**config.mk**
```make
export PLATFORM = sky130hd
export DESIGN_NAME = multiword_add_seq
export DESIGN_NICKNAME = d
export VERILOG_FILES = /design/src/rtl/multiword_add_pkg.sv /design/src/rtl/adder.sv /design/src/rtl/multiword_add_seq.sv
export SDC_FILE = /design/constraint.sdc
export NUM_CORES = 1
export LEC_CHECK = 0
export ABC_AREA = 1
export CAP_MARGIN = 40
export CORE_UTILIZATION = 46
export DETAILED_ROUTE_END_ITERATION = 8
export PLACE_DENSITY_LB_ADDON = 0.2
export SETUP_SLACK_MARGIN = 0.02
export SLEW_MARGIN = 40
export SYNTH_ARGS = -nofsm -noshare
export SYNTH_HDL_FRONTEND = slang
export SYNTH_SLANG_ARGS = --single-unit
```
**constraint.sdc**
```tcl
create_clock -name CLK -period 6 [get_ports CLK]
set_input_delay 1.8 -clock CLK [delete_from_list [all_inputs] [get_ports CLK]]
set_output_delay 1.8 -clock CLK [all_outputs]
set_load 0.02 [all_outputs]
```
**src/rtl/multiword_add_pkg.sv**
```systemverilog
// Shared types and constants for the byte-sliced multiword adder sequencer.
package multiword_add_pkg;

  localparam int SLICE_W = 8;

  typedef enum logic [1:0] {
    IDLE = 2'd0,
    RUN  = 2'd1,
    DONE = 2'd2
  } state_t;

  // Slice counter width; a single-slice build still needs a 1-bit counter.
  function automatic int idx_width(input int words);
    return (words <= 1) ? 1 : $clog2(words);
  endfunction

endpackage

```
**src/rtl/adder.sv**
```systemverilog
// Shared 8-bit ripple-carry adder: {CARRY_OUT, SUM} = A + B + CARRY_IN.
module adder (
  input  logic [7:0] A,
  input  logic [7:0] B,
  input  logic       CARRY_IN,
  output logic [7:0] SUM,
  output logic       CARRY_OUT
);

  logic w_c;

  always_comb begin
    w_c = CARRY_IN;
    SUM = '0;
    for (int i = 0; i < 8; i++) begin
      SUM[i] = A[i] ^ B[i] ^ w_c;
      w_c    = (A[i] & B[i]) | (w_c & (A[i] ^ B[i]));
    end
    CARRY_OUT = w_c;
  end

endmodule

```
**src/rtl/multiword_add_seq.sv**
```systemverilog
// Adds WORDS-byte operands by running one shared 8-bit adder over the slices,
// least-significant first, chaining the carry through a register.
module multiword_add_seq
  import multiword_add_pkg::*;
#(
  parameter int WORDS = 4
) (
  input  logic                     CLK,
  input  logic                     RST,
  input  logic                     START_VALID,
  output logic                     START_READY,
  input  logic [SLICE_W*WORDS-1:0] A,
  input  logic [SLICE_W*WORDS-1:0] B,
  input  logic                     CARRY_IN,
  output logic                     RESULT_VALID,
  input  logic                     RESULT_READY,
  output logic [SLICE_W*WORDS-1:0] SUM,
  output logic                     CARRY_OUT,
  output logic                     BUSY,
  output state_t                   DBG_STATE
);

  // Handshakes: a transfer happens on a rising edge where valid and ready are
  // both high; valid never depends on ready, and a held result stays stable.

  localparam int                IDX_W    = idx_width(WORDS);
  localparam logic [IDX_W-1:0]  LAST_IDX = IDX_W'(WORDS - 1);

  state_t                          r_state;
  state_t                          w_next_state;
  logic [IDX_W-1:0]                r_idx;
  logic                            r_carry;
  logic                            r_cout;
  logic [WORDS-1:0][SLICE_W-1:0]   r_a;
  logic [WORDS-1:0][SLICE_W-1:0]   r_b;
  logic [WORDS-1:0][SLICE_W-1:0]   r_sum;

  logic [SLICE_W-1:0]              w_slice_a;
  logic [SLICE_W-1:0]              w_slice_b;
  logic [SLICE_W-1:0]              w_slice_sum;
  logic                            w_slice_cout;
  logic                            w_last;

  assign w_slice_a = r_a[r_idx];
  assign w_slice_b = r_b[r_idx];
  assign w_last    = (r_idx == LAST_IDX);

  adder u_adder (w_slice_a, w_slice_b, r_carry, w_slice_sum, w_slice_cout);

  always_ff @(posedge CLK or posedge RST) begin
    if (RST) begin
      r_state <= IDLE;
    end else begin
      r_state <= w_next_state;
    end
  end

  always_comb begin
    w_next_state = r_state;
    START_READY  = 1'b0;
    RESULT_VALID = 1'b0;
    BUSY         = 1'b0;
    case (r_state)
      IDLE: begin
        START_READY = 1'b1;
        if (START_VALID) w_next_state = RUN;
      end
      RUN: begin
        BUSY = 1'b1;
        if (w_last) w_next_state = DONE;
      end
      DONE: begin
        BUSY         = 1'b1;
        RESULT_VALID = 1'b1;
        if (RESULT_READY) w_next_state = IDLE;
      end
      default: w_next_state = IDLE;
    endcase
  end

  // Untouched upper SUM slices keep the previous result until overwritten.
  always_ff @(posedge CLK or posedge RST) begin
    if (RST) begin
      r_idx   <= '0;
      r_carry <= 1'b0;
      r_cout  <= 1'b0;
      r_a     <= '0;
      r_b     <= '0;
      r_sum   <= '0;
    end else begin
      case (r_state)
        IDLE: begin
          if (START_VALID) begin
            r_a     <= A;
            r_b     <= B;
            r_carry <= CARRY_IN;
            r_idx   <= '0;
          end
        end
        RUN: begin
          r_sum[r_idx] <= w_slice_sum;
          r_carry      <= w_slice_cout;
          if (w_last) begin
            r_cout <= w_slice_cout;
            r_idx  <= '0;
          end else begin
            r_idx <= r_idx + 1'b1;
          end
        end
        default: ;
      endcase
    end
  end

  assign SUM       = r_sum;
  assign CARRY_OUT = r_cout;
  assign DBG_STATE = r_state;

endmodule
```
; ---- Yosys cells after proc, flatten, opt, wreduce, memory -nomap -nowiden
; Index checks and enable logic that the tools add are counted.
[word_totals]
ff_bits = 102
inputBits = 69
output_inout_bits = 38
[classes]
add_sub_neg = 1
order_cmp = 2
n_eq_ne = 6
muxes = 19
bitwise_logic = 40
reduce_logical = 8
[op_table]
columns = op, n
row1 = 8-bit binary-select mux with 2-bit select, 2
row2 = 32-bit bitwise mux, 1
row3 = 8-bit 2-to-1 mux, 3
row4 = 1-bit bitwise AND, 16
row5 = 8-bit demux with 2-bit select, 1
row6 = 1-bit bitwise XOR, 16
row7 = 2-bit 2-to-1 mux, 5
row8 = 1-bit OR, 8
row9 = "2-bit inequality test, second input constant", 3
row10 = 2-bit case mux with 3 select lines, 1
row11 = 2-bit AND reduction, 3
row12 = "2-bit equality test, second input constant", 2
row13 = 1-bit 2-to-1 mux, 4
row14 = 2-bit case mux with 2 select lines, 1
row15 = "2-bit by 3-bit less-than comparator with 1-bit output, second input constant", 1
row16 = 3-bit AND reduction, 1
row17 = "2-bit by 1-bit adder with 2-bit output, second input constant", 1
row18 = "2-bit by 1-bit equality test with 1-bit output, second input constant", 1
row19 = "2-bit by 1-bit >= comparator with 1-bit output, second input constant", 1
row20 = 2-bit logical NOT, 1
row21 = 1-bit case mux with 2 select lines, 1
row22 = 2-bit nonzero test, 1
row23 = 2-bit OR reduction, 1
row24 = 1-bit logical AND, 1

; ---- Depth between registers and ports, before layout
[depth]
ltp_word = 20
depth_mapped = 20
ltp_nobuf = 18

; ---- By module
; Synthesis repeated with hierarchy kept, for this count alone.
[hier_totals]
cells_unflattened = 543
hier_area_um2 = 4758.3
[modules_own_cells]
columns = module, n_inst, cells_per_inst, area_per_inst_um2
row1 = multiword_add_seq, 1, 525, 4560.6
row2 = adder, 1, 18, 197.7

; ---- Worst setup path before layout
; Ideal clock, no wire load.
[synth_timing]
path_kind = reg2reg
startpoint = reg r_idx[0]
endpoint = reg r_sum (netlist bit SUM[15])
setup_ns = 0.083
arrival_ns = 4.139
t_required_ns = 5.917
setup_slack_ns = 1.778
stages_incl_launch_ff = 19
path_buffers = 3
path_cell_list = dfrtp_1 > buf_6 > inv_2 > buf_6 > buf_6 > o211ai_2 > nand2_1 > fa_1 > inv_1 > fa_1 > inv_1 > fa_1 > fa_1 > fa_1 > fa_1 > fa_1 > inv_1 > fa_1 > o21ai_0
[synth_between]
elab_chain_len = 19
word_cells_on_any_way = 40
classes_between = order compare (2) / mux (7) / bitwise (30) / reduce/logical (1)
[synth_lines]
columns = element, line
row1 = start: declaration, multiword_add_seq.sv:31  ; logic [IDX_W-1:0] r_idx;
row2 = start signal: assignment, multiword_add_seq.sv:107  ; r_idx <= r_idx + 1'b1;
row3 = 8-bit binary-select mux with 2-bit select (on tied branches), "multiword_add_seq.sv:44, multiword_add_seq.sv:45"
row4 = 8-bit 2-to-1 mux (on tied branches), "multiword_add_seq.sv:44, multiword_add_seq.sv:45"
row5 = 1-bit bitwise XOR, adder.sv:17  ; w_c = (A[i] & B[i]) | (w_c & (A[i] ^ B[i]));
row6 = 1-bit bitwise AND, adder.sv:17
row7 = 1-bit OR, adder.sv:17
row8 = 1-bit bitwise AND, adder.sv:17
row9 = 1-bit OR, adder.sv:17
row10 = 1-bit bitwise AND, adder.sv:17
row11 = [... 3 more ...], --
row12 = 1-bit bitwise AND, adder.sv:17
row13 = 1-bit OR, adder.sv:17
row14 = 1-bit bitwise AND, adder.sv:17
row15 = 1-bit OR, adder.sv:17
row16 = 1-bit bitwise AND, adder.sv:17
row17 = 1-bit OR, adder.sv:17
row18 = 1-bit bitwise XOR, adder.sv:16  ; SUM[i] = A[i] ^ B[i] ^ w_c;
row19 = 32-bit bitwise mux (*), multiword_add_seq.sv:101  ; r_sum[r_idx] <= w_slice_sum;
row20 = end signal: indexed assignment, multiword_add_seq.sv:101
row21 = end: declaration, multiword_add_seq.sv:36  ; logic [WORDS-1:0][SLICE_W-1:0] r_sum;
; Every way passes the cells marked *; elsewhere a longest branch is shown, timed or not. The select of a mux whose other input is x is not followed.
; A chain may end at the register's enable or synchronous reset.

; ---- Worst setup path in the final report
[layout_timing]
startpoint = reg r_idx[1]
endpoint = reg r_sum (netlist bit SUM[31])
; The elaborated chain is that of the path after synthesis.

==> results by group <==
Status
  – Result of the run: finished clean

GRT
  – Number of global-route vias before repair: around 3800
  – Total grt overflow: 0
  – Overall global routing resource usage: approximately a fifth
  – Pin count of the biggest net entering global routing: 91
  – Wire length of the first global-routing pass: roughly 18000 um
  – Number of antenna violations at the first check in global routing: 0

Logic synthesis
  – Synth Area in XOR/XNOR: 0%
  – Mux share of post-synthesis cell area: 0%
  – Area contributors post-synth: sky130_fd_sc_hd__dfrtp_1, sky130_fd_sc_hd__nand2_1, sky130_fd_sc_hd__nand3_1
  – Cell type with the largest total area after synthesis: sky130_fd_sc_hd__dfrtp_1
  – Area fraction in compound gates after synthesis: 11.6%
  – Share of synthesized area occupied by flip-flops and latches: between 50 and 60%
  – Number of nets in the synthesized netlist: 625
  – Unique masters post-synth: 21
  – Portion of synthesized cell area occupied by the leading cell type: 53.3%
  – Simple-gate portion of the synthesized area: between 20% and 30%
  – Largest family of logic cells by synthesized area: simple AND/OR/NAND/NOR gates
  – Post-synthesis cell count: around 540
  – Total number of yosys warnings: 0
  – Syn avg cell area: ~8.8 sq um
  – Adder and majority cell fraction of the synthesized area: 5.18%
  – Syn Std Cell Area: about 4800 sq um
  – Synth Register Bits: between 100 and 150

Timing
  – Transition time at the pin with the least slew margin: 675 ps
  – Share of the cycle needed by the critical path after routing: just over 80%
  – Number of hold violations in the final report: 0
  – Rel. slew slack: between 50% and 60%
  – Final TNS setup: 0 ps
  – Setup repair after global routing missed its margin: false
  – Tmin final: between 4000 and 5000 ps
  – Worst setup skew after layout: 14.9 ps
  – Max Fclk: slightly above 200 MHz
  – Number of slew-limit violations in the final report: 0
  – Finish-stage setup viols: 0

Layout
  – Most frequent standard cell in the layout excluding fill and tap cells: sky130_fd_sc_hd__nand2_1
  – Layout overhead on the synthesized area: 26.1%
  – Antenna diodes: 0
  – Fraction of layout cells with a size suffix above 1: 5.55%
  – Commonest non-fill, non-tap cells in the layout: sky130_fd_sc_hd__nand2_1, sky130_fd_sc_hd__clkdlybuf4s50_1, sky130_fd_sc_hd__dfrtp_1
  – # fillers: slightly above 900
  – Final net count: ~700
  – Final cell area excluding filler cells: 6040 sq um

Floorplanning
  – Boundary pin count: 107
  – Initial Utilization: 48.3%
  – Core Area: 9910 sq um
  – Die area: roughly 11000 sq um
  – Die width: around 100 um
  – Die extent in y: between 100 and 150 um
  – Number of placement rows: 36

Clock network
  – Number of gates resized after cts: 0
  – TritonCTS clock tree: built
  – Clock insertion delay at the later pin of the skew report: between 300 and 400 ps
  – CTS sink cnt: around 100
  – Total setup buffers inserted after CTS: 0
  – Post-CTS Hold Fix Bufs: 0
  – H-tree lvl count: 3
  – Clock root cell: sky130_fd_sc_hd__clkbuf_8
  – Number of buffers inserted during clock tree synthesis: 9
  – Clock transition time at the flip-flop clock pins of the worst setup and hold paths: around 100 ps
  – Maximum number of buffers from clock root to sink: 2

Worst setup path
  – Register-to-register path setup slack: around 1100 ps
  – Category of the worst setup path launch point: register
  – Crit path capture type: register
  – Largest fanout on the critical path: 19
  – Critical R2R Launch: r_idx[1]
  – Kind of critical path: register to register
  – Critical path required time: around 6300 ps
  – Worst reg2reg path depth: 15
  – WP data arrival: 5180 ps
  – R2R Path End: SUM[31]

Routing
  – Iter 0 DRT Violations: slightly above 200
  – Number of vias per cell: ~5.1
  – Number of vias after detailed routing: 3870
  – Detailed-route wire length per cell: between 10 and 15 um
  – Remaining DRCs: 0
  – Antenna-violating nets left: 0
  – DRT Wirelength: between 10000 and 15000 um
  – Drt first pass iters: 4

Placed design
  – Placer's final routability congestion estimate: slightly above 0.8
  – IO Port Bufs: ~110
  – DP Wirelength: between 7000 and 8000 um
  – Placed Instance Area: 5830 sq um

Power and ir drop
  – Total leakage power: 2.93 nW
  – Peak supply drop: ~0.00026 V
  – Areal power density over the cells: between 500 and 600 nW/um^2

Worst hold path
  – Capture endpoint of the worst hold path: r_b[25]
  – Hold Path Cell Cnt: 2
  – Start point of the worst min-delay path: r_b[25]
  – Class of the tightest hold or removal check: register to register

Run
  – Max cap viols: 0
-- through the flow --
stage | std cells | hold slack [ps] | util, % | power, W | setup WS, ps
after floorplan | 541 | 442 | - | 0.00231 | 1520
after global placement | 749 | 459 | 58.8 | 0.00283 | 1320
after detailed placement | 749 | 461 | 58.8 | 0.00289 | 1160
after CTS | 764 | 487 | 60.7 | 0.00331 | 1140
after global routing | 764 | 505 | 60.9 | 0.00359 | 860
final | 764 | 482 | 60.9 | 0.00330 | 1100
-- final cells by class --
class | count | area, sq um | share of cell area [%]
Inverter | 42 | 163 | 2.69
Clock buffer | 10 | 128 | 2.11
Timing Repair Buffer | 109 | 1080 | 18.0
Clock inverter | 5 | 60.1 | 0.995
Sequential cell | 102 | 2550 | 42.3
Multi-Input combinational cell | 363 | 1880 | 31.2
Tap cell | 133 | 166 | 2.76
-- cell families (layout without fill, tap and decap cells) --
kind of cell	count (synthesis)	after routing
simple gates	262	262
buf+inv	76	166
compound gates	86	86
fa+ha+maj	15	15
flops	102	102
-- Yosys cell counts (all sizes together) --
library cell / n
clkbuf: 3
a21oi: 24
nor2: 25
o21ai: 37
inv: 42
o211ai: 25
ha: 7
nand2: 185
buf: 31
nand3: 50
nand4: 2
fa: 8
dfrtp: 102
-- worst max-delay path by stage --
stage,start,cells past startpoint,slack (ps),end
after floorplan,RST,1,1520,CARRY_OUT
after global placement,r_idx[1],15,1320,SUM[15]
after detailed placement,r_idx[1],15,1160,SUM[31]
after CTS,r_idx[1],15,1140,SUM[15]
after global routing,r_idx[1],15,860,SUM[7]
final,r_idx[1],15,1100,SUM[31]
-- state kept, by name (all words and copies together), names as in the netlist --
| signal | count |
|---|---|
| r_a | 32 |
| DBG_STATE | 2 |
| CARRY_OUT | 1 |
| r_carry | 1 |
| SUM | 32 |
| r_b | 32 |
| r_idx | 2 |
-- per-layer routing --
layer  GRT usage [%]  up-vias  wire [um]
met1            28.8     1834       5020
met2            35.8      124       5230
met4            5.20        0         94
met3            3.95        6        470
li1                -     1906          -
met5               0        -          0
-- critical path, cell delays in order (launching register included) --
cell	delay, ps
sky130_fd_sc_hd__dfrtp_1	790
sky130_fd_sc_hd__inv_2	370
sky130_fd_sc_hd__o211ai_2	160
sky130_fd_sc_hd__nand2_1	90
sky130_fd_sc_hd__fa_1	390
sky130_fd_sc_hd__inv_1	70
sky130_fd_sc_hd__fa_1	170
sky130_fd_sc_hd__inv_1	60
sky130_fd_sc_hd__fa_1	390
sky130_fd_sc_hd__fa_1	400
sky130_fd_sc_hd__fa_1	390
sky130_fd_sc_hd__fa_1	390
sky130_fd_sc_hd__fa_1	370
sky130_fd_sc_hd__inv_1	100
sky130_fd_sc_hd__fa_1	460
sky130_fd_sc_hd__o21ai_0	200
-- where the power goes --
group	switching, W	internal (W)	leakage, nW
combinational	0.00104	0.000639	1.60
clock	0.000232	0.000192	0.0927
sequential	0.000195	0.00101	1.24
No activity file was read; power rests on OpenSTA's default activity.
